File: src/rtl/chip8_vram_scanout_pkg.sv
// Shared constants and types for the CHIP-8 VRAM scanout block.
`timescale 1ns/1ps
package chip8_vram_scanout_pkg;

   // CHIP-8 frame buffer geometry
   localparam int unsigned CHIP8_W = 64;
   localparam int unsigned CHIP8_H = 32;
   localparam int unsigned ROW_W   = 5;
   localparam int unsigned COL_W   = 6;

   // Counter and datapath widths
   localparam int unsigned CNT_W = 10;
   localparam int unsigned DIV_W = 4;
   localparam int unsigned SUB_W = 4;
   localparam int unsigned RGB_W = 12;

   // Default 640x480@60 timing
   localparam int unsigned PIX_DIV_DEF  = 2;
   localparam int unsigned H_ACTIVE_DEF = 640;
   localparam int unsigned H_FP_DEF     = 16;
   localparam int unsigned H_SYNC_DEF   = 96;
   localparam int unsigned H_BP_DEF     = 48;
   localparam int unsigned V_ACTIVE_DEF = 480;
   localparam int unsigned V_FP_DEF     = 10;
   localparam int unsigned V_SYNC_DEF   = 2;
   localparam int unsigned V_BP_DEF     = 33;
   localparam int unsigned SCALE_DEF    = 10;
   localparam int unsigned V_OFFSET_DEF = 80;

   localparam logic [RGB_W-1:0] FG_RGB = 12'hFFF;
   localparam logic [RGB_W-1:0] BG_RGB = 12'h000;

   typedef enum logic [1:0] {
      FETCH_IDLE,
      FETCH_ADDR,
      FETCH_WAIT,
      FETCH_LATCH
   } fetch_state_e;

   typedef struct packed {
      logic hs;
      logic vs;
      logic de;
   } vga_sync_t;

endpackage

File: src/rtl/chip8_vram_scanout_timing.sv
// Pixel-enable divider, h/v counters, registered sync/de and the frame tick.
`timescale 1ns/1ps
module chip8_vram_scanout_timing
   import chip8_vram_scanout_pkg::*;
#(
   parameter int unsigned PIX_DIV  = PIX_DIV_DEF,
   parameter int unsigned H_ACTIVE = H_ACTIVE_DEF,
   parameter int unsigned H_FP     = H_FP_DEF,
   parameter int unsigned H_SYNC   = H_SYNC_DEF,
   parameter int unsigned H_BP     = H_BP_DEF,
   parameter int unsigned V_ACTIVE = V_ACTIVE_DEF,
   parameter int unsigned V_FP     = V_FP_DEF,
   parameter int unsigned V_SYNC   = V_SYNC_DEF,
   parameter int unsigned V_BP     = V_BP_DEF
) (
   input  logic             clk_i,
   input  logic             reset_i,
   output logic             pe_c,
   output logic [CNT_W-1:0] h_cnt_o,
   output logic [CNT_W-1:0] v_cnt_o,
   output vga_sync_t        sync_o,
   output logic             frame_tick_o
);

   localparam int unsigned H_TOTAL = H_ACTIVE + H_FP + H_SYNC + H_BP;
   localparam int unsigned V_TOTAL = V_ACTIVE + V_FP + V_SYNC + V_BP;

   localparam logic [DIV_W-1:0] DIV_LAST = DIV_W'(PIX_DIV - 1);
   localparam logic [CNT_W-1:0] H_LAST   = CNT_W'(H_TOTAL - 1);
   localparam logic [CNT_W-1:0] V_LAST   = CNT_W'(V_TOTAL - 1);
   localparam logic [CNT_W-1:0] H_ACT_L  = CNT_W'(H_ACTIVE);
   localparam logic [CNT_W-1:0] V_ACT_L  = CNT_W'(V_ACTIVE);
   localparam logic [CNT_W-1:0] V_ACT_M1 = CNT_W'(V_ACTIVE - 1);
   localparam logic [CNT_W-1:0] HS_BEG   = CNT_W'(H_ACTIVE + H_FP);
   localparam logic [CNT_W-1:0] HS_END   = CNT_W'(H_ACTIVE + H_FP + H_SYNC - 1);
   localparam logic [CNT_W-1:0] VS_BEG   = CNT_W'(V_ACTIVE + V_FP);
   localparam logic [CNT_W-1:0] VS_END   = CNT_W'(V_ACTIVE + V_FP + V_SYNC - 1);

   logic [DIV_W-1:0] div_q, div_d;
   logic [CNT_W-1:0] h_q, h_d, v_q, v_d;
   vga_sync_t        sync_q, sync_d;
   logic             tick_q, tick_d;

   assign pe_c = (div_q == DIV_LAST);

   // Next-state: divider, counter advance and one-pixel-late sync decode
   always_comb begin
      div_d  = pe_c ? '0 : div_q + DIV_W'(1);
      h_d    = h_q;
      v_d    = v_q;
      sync_d = sync_q;
      tick_d = 1'b0;
      if (pe_c) begin
         sync_d.hs = !((h_q >= HS_BEG) && (h_q <= HS_END));
         sync_d.vs = !((v_q >= VS_BEG) && (v_q <= VS_END));
         sync_d.de = (h_q < H_ACT_L) && (v_q < V_ACT_L);
         if (h_q == H_LAST) begin
            h_d    = '0;
            v_d    = (v_q == V_LAST) ? '0 : v_q + CNT_W'(1);
            tick_d = (v_q == V_ACT_M1);
         end else begin
            h_d = h_q + CNT_W'(1);
         end
      end
   end

   // Timing state registers
   always_ff @(posedge clk_i) begin
      if (reset_i) begin
         div_q  <= '0;
         h_q    <= '0;
         v_q    <= '0;
         sync_q <= '{hs: 1'b1, vs: 1'b1, de: 1'b0};
         tick_q <= 1'b0;
      end else begin
         div_q  <= div_d;
         h_q    <= h_d;
         v_q    <= v_d;
         sync_q <= sync_d;
         tick_q <= tick_d;
      end
   end

   assign h_cnt_o      = h_q;
   assign v_cnt_o      = v_q;
   assign sync_o       = sync_q;
   assign frame_tick_o = tick_q;

endmodule

File: src/rtl/chip8_vram_scanout.sv
// CHIP-8 VRAM port-B reader: per-line row fetch, pixel scaling and VGA colour output.
`timescale 1ns/1ps
module chip8_vram_scanout
   import chip8_vram_scanout_pkg::*;
#(
   parameter int unsigned PIX_DIV  = PIX_DIV_DEF,
   parameter int unsigned H_ACTIVE = H_ACTIVE_DEF,
   parameter int unsigned H_FP     = H_FP_DEF,
   parameter int unsigned H_SYNC   = H_SYNC_DEF,
   parameter int unsigned H_BP     = H_BP_DEF,
   parameter int unsigned V_ACTIVE = V_ACTIVE_DEF,
   parameter int unsigned V_FP     = V_FP_DEF,
   parameter int unsigned V_SYNC   = V_SYNC_DEF,
   parameter int unsigned V_BP     = V_BP_DEF,
   parameter int unsigned SCALE    = SCALE_DEF,
   parameter int unsigned V_OFFSET = V_OFFSET_DEF
) (
   input  logic               CLOCK_50,
   input  logic               reset,
   output logic [ROW_W-1:0]   vram_address_b,
   input  logic [CHIP8_W-1:0] vram_data_out_b,
   output logic [CHIP8_W-1:0] vram_data_in_b,
   output logic               vram_wren_b,
   output logic               vga_hs,
   output logic               vga_vs,
   output logic               vga_de,
   output logic [RGB_W-1:0]   vga_rgb,
   output logic               frame_tick
);

   localparam int unsigned H_TOTAL = H_ACTIVE + H_FP + H_SYNC + H_BP;
   localparam int unsigned WIN_W   = CHIP8_W * SCALE;
   localparam int unsigned WIN_H   = CHIP8_H * SCALE;

   localparam logic [CNT_W-1:0] H_LAST     = CNT_W'(H_TOTAL - 1);
   localparam logic [CNT_W-1:0] H_ACT_L    = CNT_W'(H_ACTIVE);
   localparam logic [CNT_W-1:0] V_ACT_L    = CNT_W'(V_ACTIVE);
   localparam logic [CNT_W-1:0] H_WIN_L    = CNT_W'(WIN_W);
   localparam logic [CNT_W-1:0] V_OFF_L    = CNT_W'(V_OFFSET);
   localparam logic [CNT_W-1:0] V_PRE      = CNT_W'(V_OFFSET - 1);
   localparam logic [CNT_W-1:0] V_WIN_END  = CNT_W'(V_OFFSET + WIN_H);
   localparam logic [CNT_W-1:0] V_NEXT_END = CNT_W'(V_OFFSET + WIN_H - 1);
   localparam logic [SUB_W-1:0] SUB_LAST   = SUB_W'(SCALE - 1);
   localparam logic [COL_W-1:0] COL_LAST   = COL_W'(CHIP8_W - 1);

   logic             pe;
   logic [CNT_W-1:0] h_cnt, v_cnt;
   vga_sync_t        sync;

   chip8_vram_scanout_timing #(
      .PIX_DIV (PIX_DIV),  .H_ACTIVE(H_ACTIVE), .H_FP(H_FP), .H_SYNC(H_SYNC), .H_BP(H_BP),
      .V_ACTIVE(V_ACTIVE), .V_FP(V_FP), .V_SYNC(V_SYNC), .V_BP(V_BP)
   ) u_timing (
      .clk_i       (CLOCK_50),
      .reset_i     (reset),
      .pe_c        (pe),
      .h_cnt_o     (h_cnt),
      .v_cnt_o     (v_cnt),
      .sync_o      (sync),
      .frame_tick_o(frame_tick)
   );

   logic [SUB_W-1:0]   sub_x_q, sub_x_d, sub_y_q, sub_y_d;
   logic [COL_W-1:0]   col_q, col_d;
   logic [ROW_W-1:0]   row_q, row_d;
   fetch_state_e       state_q, state_d;
   logic [ROW_W-1:0]   addr_q, addr_d;
   logic [CHIP8_W-1:0] line_buf_q, line_buf_d;
   logic [RGB_W-1:0]   rgb_q, rgb_d;

   logic               v_in_win, next_in_win, active, pix;
   logic [ROW_W-1:0]   next_row;

   assign v_in_win    = (v_cnt >= V_OFF_L) && (v_cnt < V_WIN_END);
   assign next_in_win = (v_cnt >= V_PRE) && (v_cnt < V_NEXT_END);
   assign next_row    = (v_cnt == V_PRE) ? '0 :
                        (sub_y_q == SUB_LAST) ? row_q + ROW_W'(1) : row_q;
   assign active      = (h_cnt < H_ACT_L) && (v_cnt < V_ACT_L);
   assign pix         = line_buf_q[COL_LAST - col_q];

   // Window sub-counters tracking the current h/v counter position
   always_comb begin
      sub_x_d = sub_x_q;
      col_d   = col_q;
      sub_y_d = sub_y_q;
      row_d   = row_q;
      if (pe) begin
         if (h_cnt == H_LAST) begin
            sub_x_d = '0;
            col_d   = '0;
            if (v_in_win) begin
               if (sub_y_q == SUB_LAST) begin
                  sub_y_d = '0;
                  row_d   = row_q + ROW_W'(1);
               end else begin
                  sub_y_d = sub_y_q + SUB_W'(1);
               end
            end else if (v_cnt == V_PRE) begin
               sub_y_d = '0;
               row_d   = '0;
            end
         end else if (sub_x_q == SUB_LAST) begin
            sub_x_d = '0;
            col_d   = col_q + COL_W'(1);
         end else begin
            sub_x_d = sub_x_q + SUB_W'(1);
         end
      end
   end

   // Row fetch FSM next-state plus registered colour mux
   always_comb begin
      state_d    = state_q;
      addr_d     = addr_q;
      line_buf_d = line_buf_q;
      rgb_d      = rgb_q;
      case (state_q)
         FETCH_IDLE:  if (pe && (h_cnt == H_ACT_L) && next_in_win) state_d = FETCH_ADDR;
         FETCH_ADDR:  begin
            addr_d  = next_row;
            state_d = FETCH_WAIT;
         end
         FETCH_WAIT:  state_d = FETCH_LATCH;
         FETCH_LATCH: begin
            line_buf_d = vram_data_out_b;
            state_d    = FETCH_IDLE;
         end
         default:     state_d = FETCH_IDLE;
      endcase
      if (pe) begin
         if (!active)                                 rgb_d = '0;
         else if (v_in_win && (h_cnt < H_WIN_L) && pix) rgb_d = FG_RGB;
         else                                         rgb_d = BG_RGB;
      end
   end

   // Scanout state registers
   always_ff @(posedge CLOCK_50) begin
      if (reset) begin
         sub_x_q    <= '0;
         col_q      <= '0;
         sub_y_q    <= '0;
         row_q      <= '0;
         state_q    <= FETCH_IDLE;
         addr_q     <= '0;
         line_buf_q <= '0;
         rgb_q      <= '0;
      end else begin
         sub_x_q    <= sub_x_d;
         col_q      <= col_d;
         sub_y_q    <= sub_y_d;
         row_q      <= row_d;
         state_q    <= state_d;
         addr_q     <= addr_d;
         line_buf_q <= line_buf_d;
         rgb_q      <= rgb_d;
      end
   end

   assign vram_address_b = addr_q;
   assign vram_data_in_b = '0;
   assign vram_wren_b    = 1'b0;
   assign vga_hs         = sync.hs;
   assign vga_vs         = sync.vs;
   assign vga_de         = sync.de;
   assign vga_rgb        = rgb_q;

endmodule

File: config.mk
export PLATFORM = sky130hd
export DESIGN_NAME = chip8_vram_scanout
export DESIGN_NICKNAME = d
export VERILOG_FILES = /design/src/rtl/chip8_vram_scanout_pkg.sv /design/src/rtl/chip8_vram_scanout_timing.sv /design/src/rtl/chip8_vram_scanout.sv
export SDC_FILE = /design/constraint.sdc
export NUM_CORES = 1
export LEC_CHECK = 0
export BUFFER_PORTS_ARGS = -buffer_cell sky130_fd_sc_hd__buf_2
export CORE_MARGIN = 3
export CORE_UTILIZATION = 40
export DETAILED_ROUTE_END_ITERATION = 16
export PLACE_DENSITY = 0.64
export SLEW_MARGIN = 20
export SYNTH_ARGS = -nofsm -noshare
export SYNTH_HDL_FRONTEND = slang
export SYNTH_SLANG_ARGS = --single-unit
File: constraint.sdc
create_clock -name CLOCK_50 -period 5.1 [get_ports CLOCK_50]
set_input_delay 1.02 -clock CLOCK_50 [delete_from_list [all_inputs] [get_ports CLOCK_50]]
set_output_delay 1.02 -clock CLOCK_50 [all_outputs]
set_load 0.005 [all_outputs]
==> metrics.txt <==
outcome=finished, final reports clean; number of top-level pins=between 150 and 200; maximum number of pins on one net before global-route repair=65; TritonCTS clock tree=done; CP startpoint kind=flip-flop; gate count of the mapped netlist=approximately 660; fraction of synthesis flops using an asynchronous set or reset pin=0; flip-flop and latch count after synthesis=around 120; setup TNS after final layout=0 ns; Yosys top cell by area=dfxtp_1; Netlist Area Pre-Place=just over 0.006 mm2; Static Leakage=roughly 2.6 nW; via-per-instance ratio=4.95; Worst Setup Slack, final=approximately 2.4 ns; layout overhead on the synthesized area=12.8%; drt initial violations=149; routed via count=between 4000 and 5000; clock buffer count from CTS=17; Place WS=around 2.2 ns; crit path from=col_q[1]; count leader, synth=dfxtp_1; DRT antenna net count=0; mean area per synthesized cell=around 9.3 um2; HP Class=flip-flop to flip-flop; cell mode on critical path=mux4_2; required arrival time at the worst endpoint=5.41 ns; worst relative slew slack=0.362; number of clock sinks=119; number of iterations in the first detailed-routing pass=4; RSZ-0062 raised after global routing=no; total of hold buffers inserted after clock tree synthesis=0; routed wire length=around 13 mm; placer's final routability congestion estimate=roughly 0.85; standard-cell rows=44; overall fraction of global-route tracks in use=0.151; worst reg2reg path depth=6; area of the core=0.0148 mm2; quantity of gates resized following cts=0; worst path cell trace=buf_4 -> mux4_2 -> mux4_2 -> nand2_1 -> o311ai_0 -> a32o_1; Nets=800; HPWL after detailed placement=approximately 9.1 mm; clock period minus worst slack=approximately 2.7 ns; Filler Cells Inserted=1396; sequential fraction of the synthesis area=0.387; Critical Path End Type=flip-flop; fraction of synthesized cell area taken by the top area cell type=0.387; number of DRC violations after detailed routing=0; biggest area contributors in the synthesized netlist=dfxtp_1 39%, mux2i_1 13%, buf_4 9.4%, nor2_1 6.5%, mux4_2 4.0%; Cell variety after synth=60; largest buffer count on any clock path=2; wire length on met2=slightly above 6 mm; Die H=130 um; routed metal-1 wirelength=about 5.9 mm; achievable frequency=~0.37 GHz; capture point of the critical path=vga_rgb[10]; Max VDD drop=approximately 0.21 mV; met3 routed WL=between 600 and 700 um; area enclosed by the die boundary=roughly 0.017 mm2; power density over the cells=between 300 and 400 mW/mm2; Post-CTS Setup Repair Bufs=0; count of final setup violators=0; cell chosen for the clock root=clkbuf_16; first-pass GRT wire length=20.7 mm; Arrival @ worst endpoint=around 3 ns; slew at the pin with the worst max-slew slack=0.958 ns; Critical R2R Launch=col_q[1]; deepest level of the CTS H-tree=4; average routed wire per standard cell=between 10 and 15 um; skew final=around 0.0089 ns; max capacitance violation total=0; slack of the worst reg-to-reg path=about 2.4 ns; Clock Latency Late Sink=between 0.4 and 0.5 ns; I/O Buffers=86; Slew Viols, Final=0; width of the die=130 um; FF-to-FF End=vga_rgb[10]; initial standard-cell utilization of the core=0.416; total cell area at the placement stage=0.00635 mm2; initial antenna violation count=0; GRT Residual Overflow=0; slowest stage cell, crit path=dfxtp_1; diode insertion count for antenna repair=0; top layer in use=met4; biggest fanout along the worst timing path=15; number of enable-type register cells in the synthesized netlist=0; share of the clock period used by the worst path=0.530; clock transition at the registers of the reported paths=0.06 ns; via count of the first global-routing pass=roughly 4300; delay contributed by the slowest stage of the critical path=a little under 0.7 ns; post-route cell area=between 0.006 and 0.007 mm2; fin util=0.469; worst setup path class=flip-flop to flip-flop; Final Hold Viols=0; Most used DFF post-synth=dfxtp_1; total number of yosys warnings=0; proportion of layout cells with a drive suffix above 1=0.191; Commonest cells post-synth=119 x dfxtp_1, 107 x nor2_1, 82 x mux2i_1, 77 x buf_4, 26 x clkbuf_1
-- where the power goes --
group	switching, mW	total, mW	internal (mW)
combinational	0.0896	0.152	0.0628
clock	0.387	1.14	0.754
sequential	0.0186	0.966	0.948
total	0.495	2.26	1.76
-- cells in the final DEF (no fill, tap or decap), drive strengths merged, types with 7 or more instances in the layout --
cell	instances
dfxtp	119
nor2	108
buf	90
mux2i	82
conb	65
clkbuf	28
nand2	21
nand3	17
nand4	17
a21oi	17
ha	17
nor3	15
xor2	13
xnor2	13
inv	12
mux4	11
nor4	8
nand2b	7
-- through the flow --
step	total power [mW]	hold slack, ns	instances
finish	2.26	0.470	912
global route	2.35	0.493	912
CTS	2.28	0.469	911
detailed placement	1.14	0.454	881
global placement	1.13	0.444	881
floorplan	1.11	0.439	725
-- cells by family (layout without fill, tap and decap cells) --
group,after synthesis,in the layout,synth area share
AOI/OAI and AO/OA,52,52,0.0579
buffers and inverters,129,132,0.128
xor gates and xnor gates,26,26,0.0370
and+or+nand+nor,222,222,0.178
DFF,119,119,0.387
muxes,95,95,0.177
other,1,65,0.000609
adders and majority gates,17,17,0.0345
-- registers in the layout (all words and copies together), names as in the netlist --
signal and flops:
row_q 5, u_timing.div_q 4, col_q 6, sub_y_q 4
vram_address_b 5, vga_rgb 1, line_buf_q 64, u_timing.sync_o 3
sub_x_q 4, u_timing.v_cnt_o 10, u_timing.h_cnt_o 10, state_q 2
u_timing.frame_tick_o 1
-- how the worst min path moves through the flow --
| stage | startpoint | endpoint | slack [ns] | cells past startpoint |
|---|---|---|---|---|
| 6_report | u_timing.sync_o[1] | u_timing.sync_o[1] | 0.47 | 1 |
| 5_1_grt | vram_address_b[3] | vram_address_b[3] | 0.49 | 2 |
| 4_1_cts | u_timing.sync_o[1] | u_timing.sync_o[1] | 0.47 | 1 |
| 3_5_place_dp | u_timing.sync_o[1] | u_timing.sync_o[1] | 0.45 | 1 |
| 3_3_place_gp | u_timing.sync_o[1] | u_timing.sync_o[1] | 0.44 | 1 |
| 2_1_floorplan | u_timing.sync_o[0] | u_timing.sync_o[0] | 0.44 | 2 |
-- area by class of cell --
cell class,count,area (um2),share of cell area
tap,184,230,0.0331
clock buffer,28,537,0.0773
clock inverter,2,35.0,0.00504
sequential,119,2380,0.343
inverter,12,45.0,0.00648
timing repair buffer,90,480,0.0692
multi-input combinational,477,3240,0.466
-- critical path: cells and delay by family, from the launching register on --
kind | cells | cell delay [ns]
AO/OA/AOI/OAI | 2 | 0.42
flip-flops | 1 | 0.68
AND/OR/NAND/NOR | 1 | 0.08
buffers and inverters | 1 | 0.39
multiplexers | 2 | 1.03
-- per-layer routing --
layer  GRT usage  vias up
met4      0.0581        0
met3      0.0397       14
met2       0.239      128
li1            -     2259
met1       0.199     2116
met5           0        -
No activity file was read; power rests on OpenSTA's default activity.
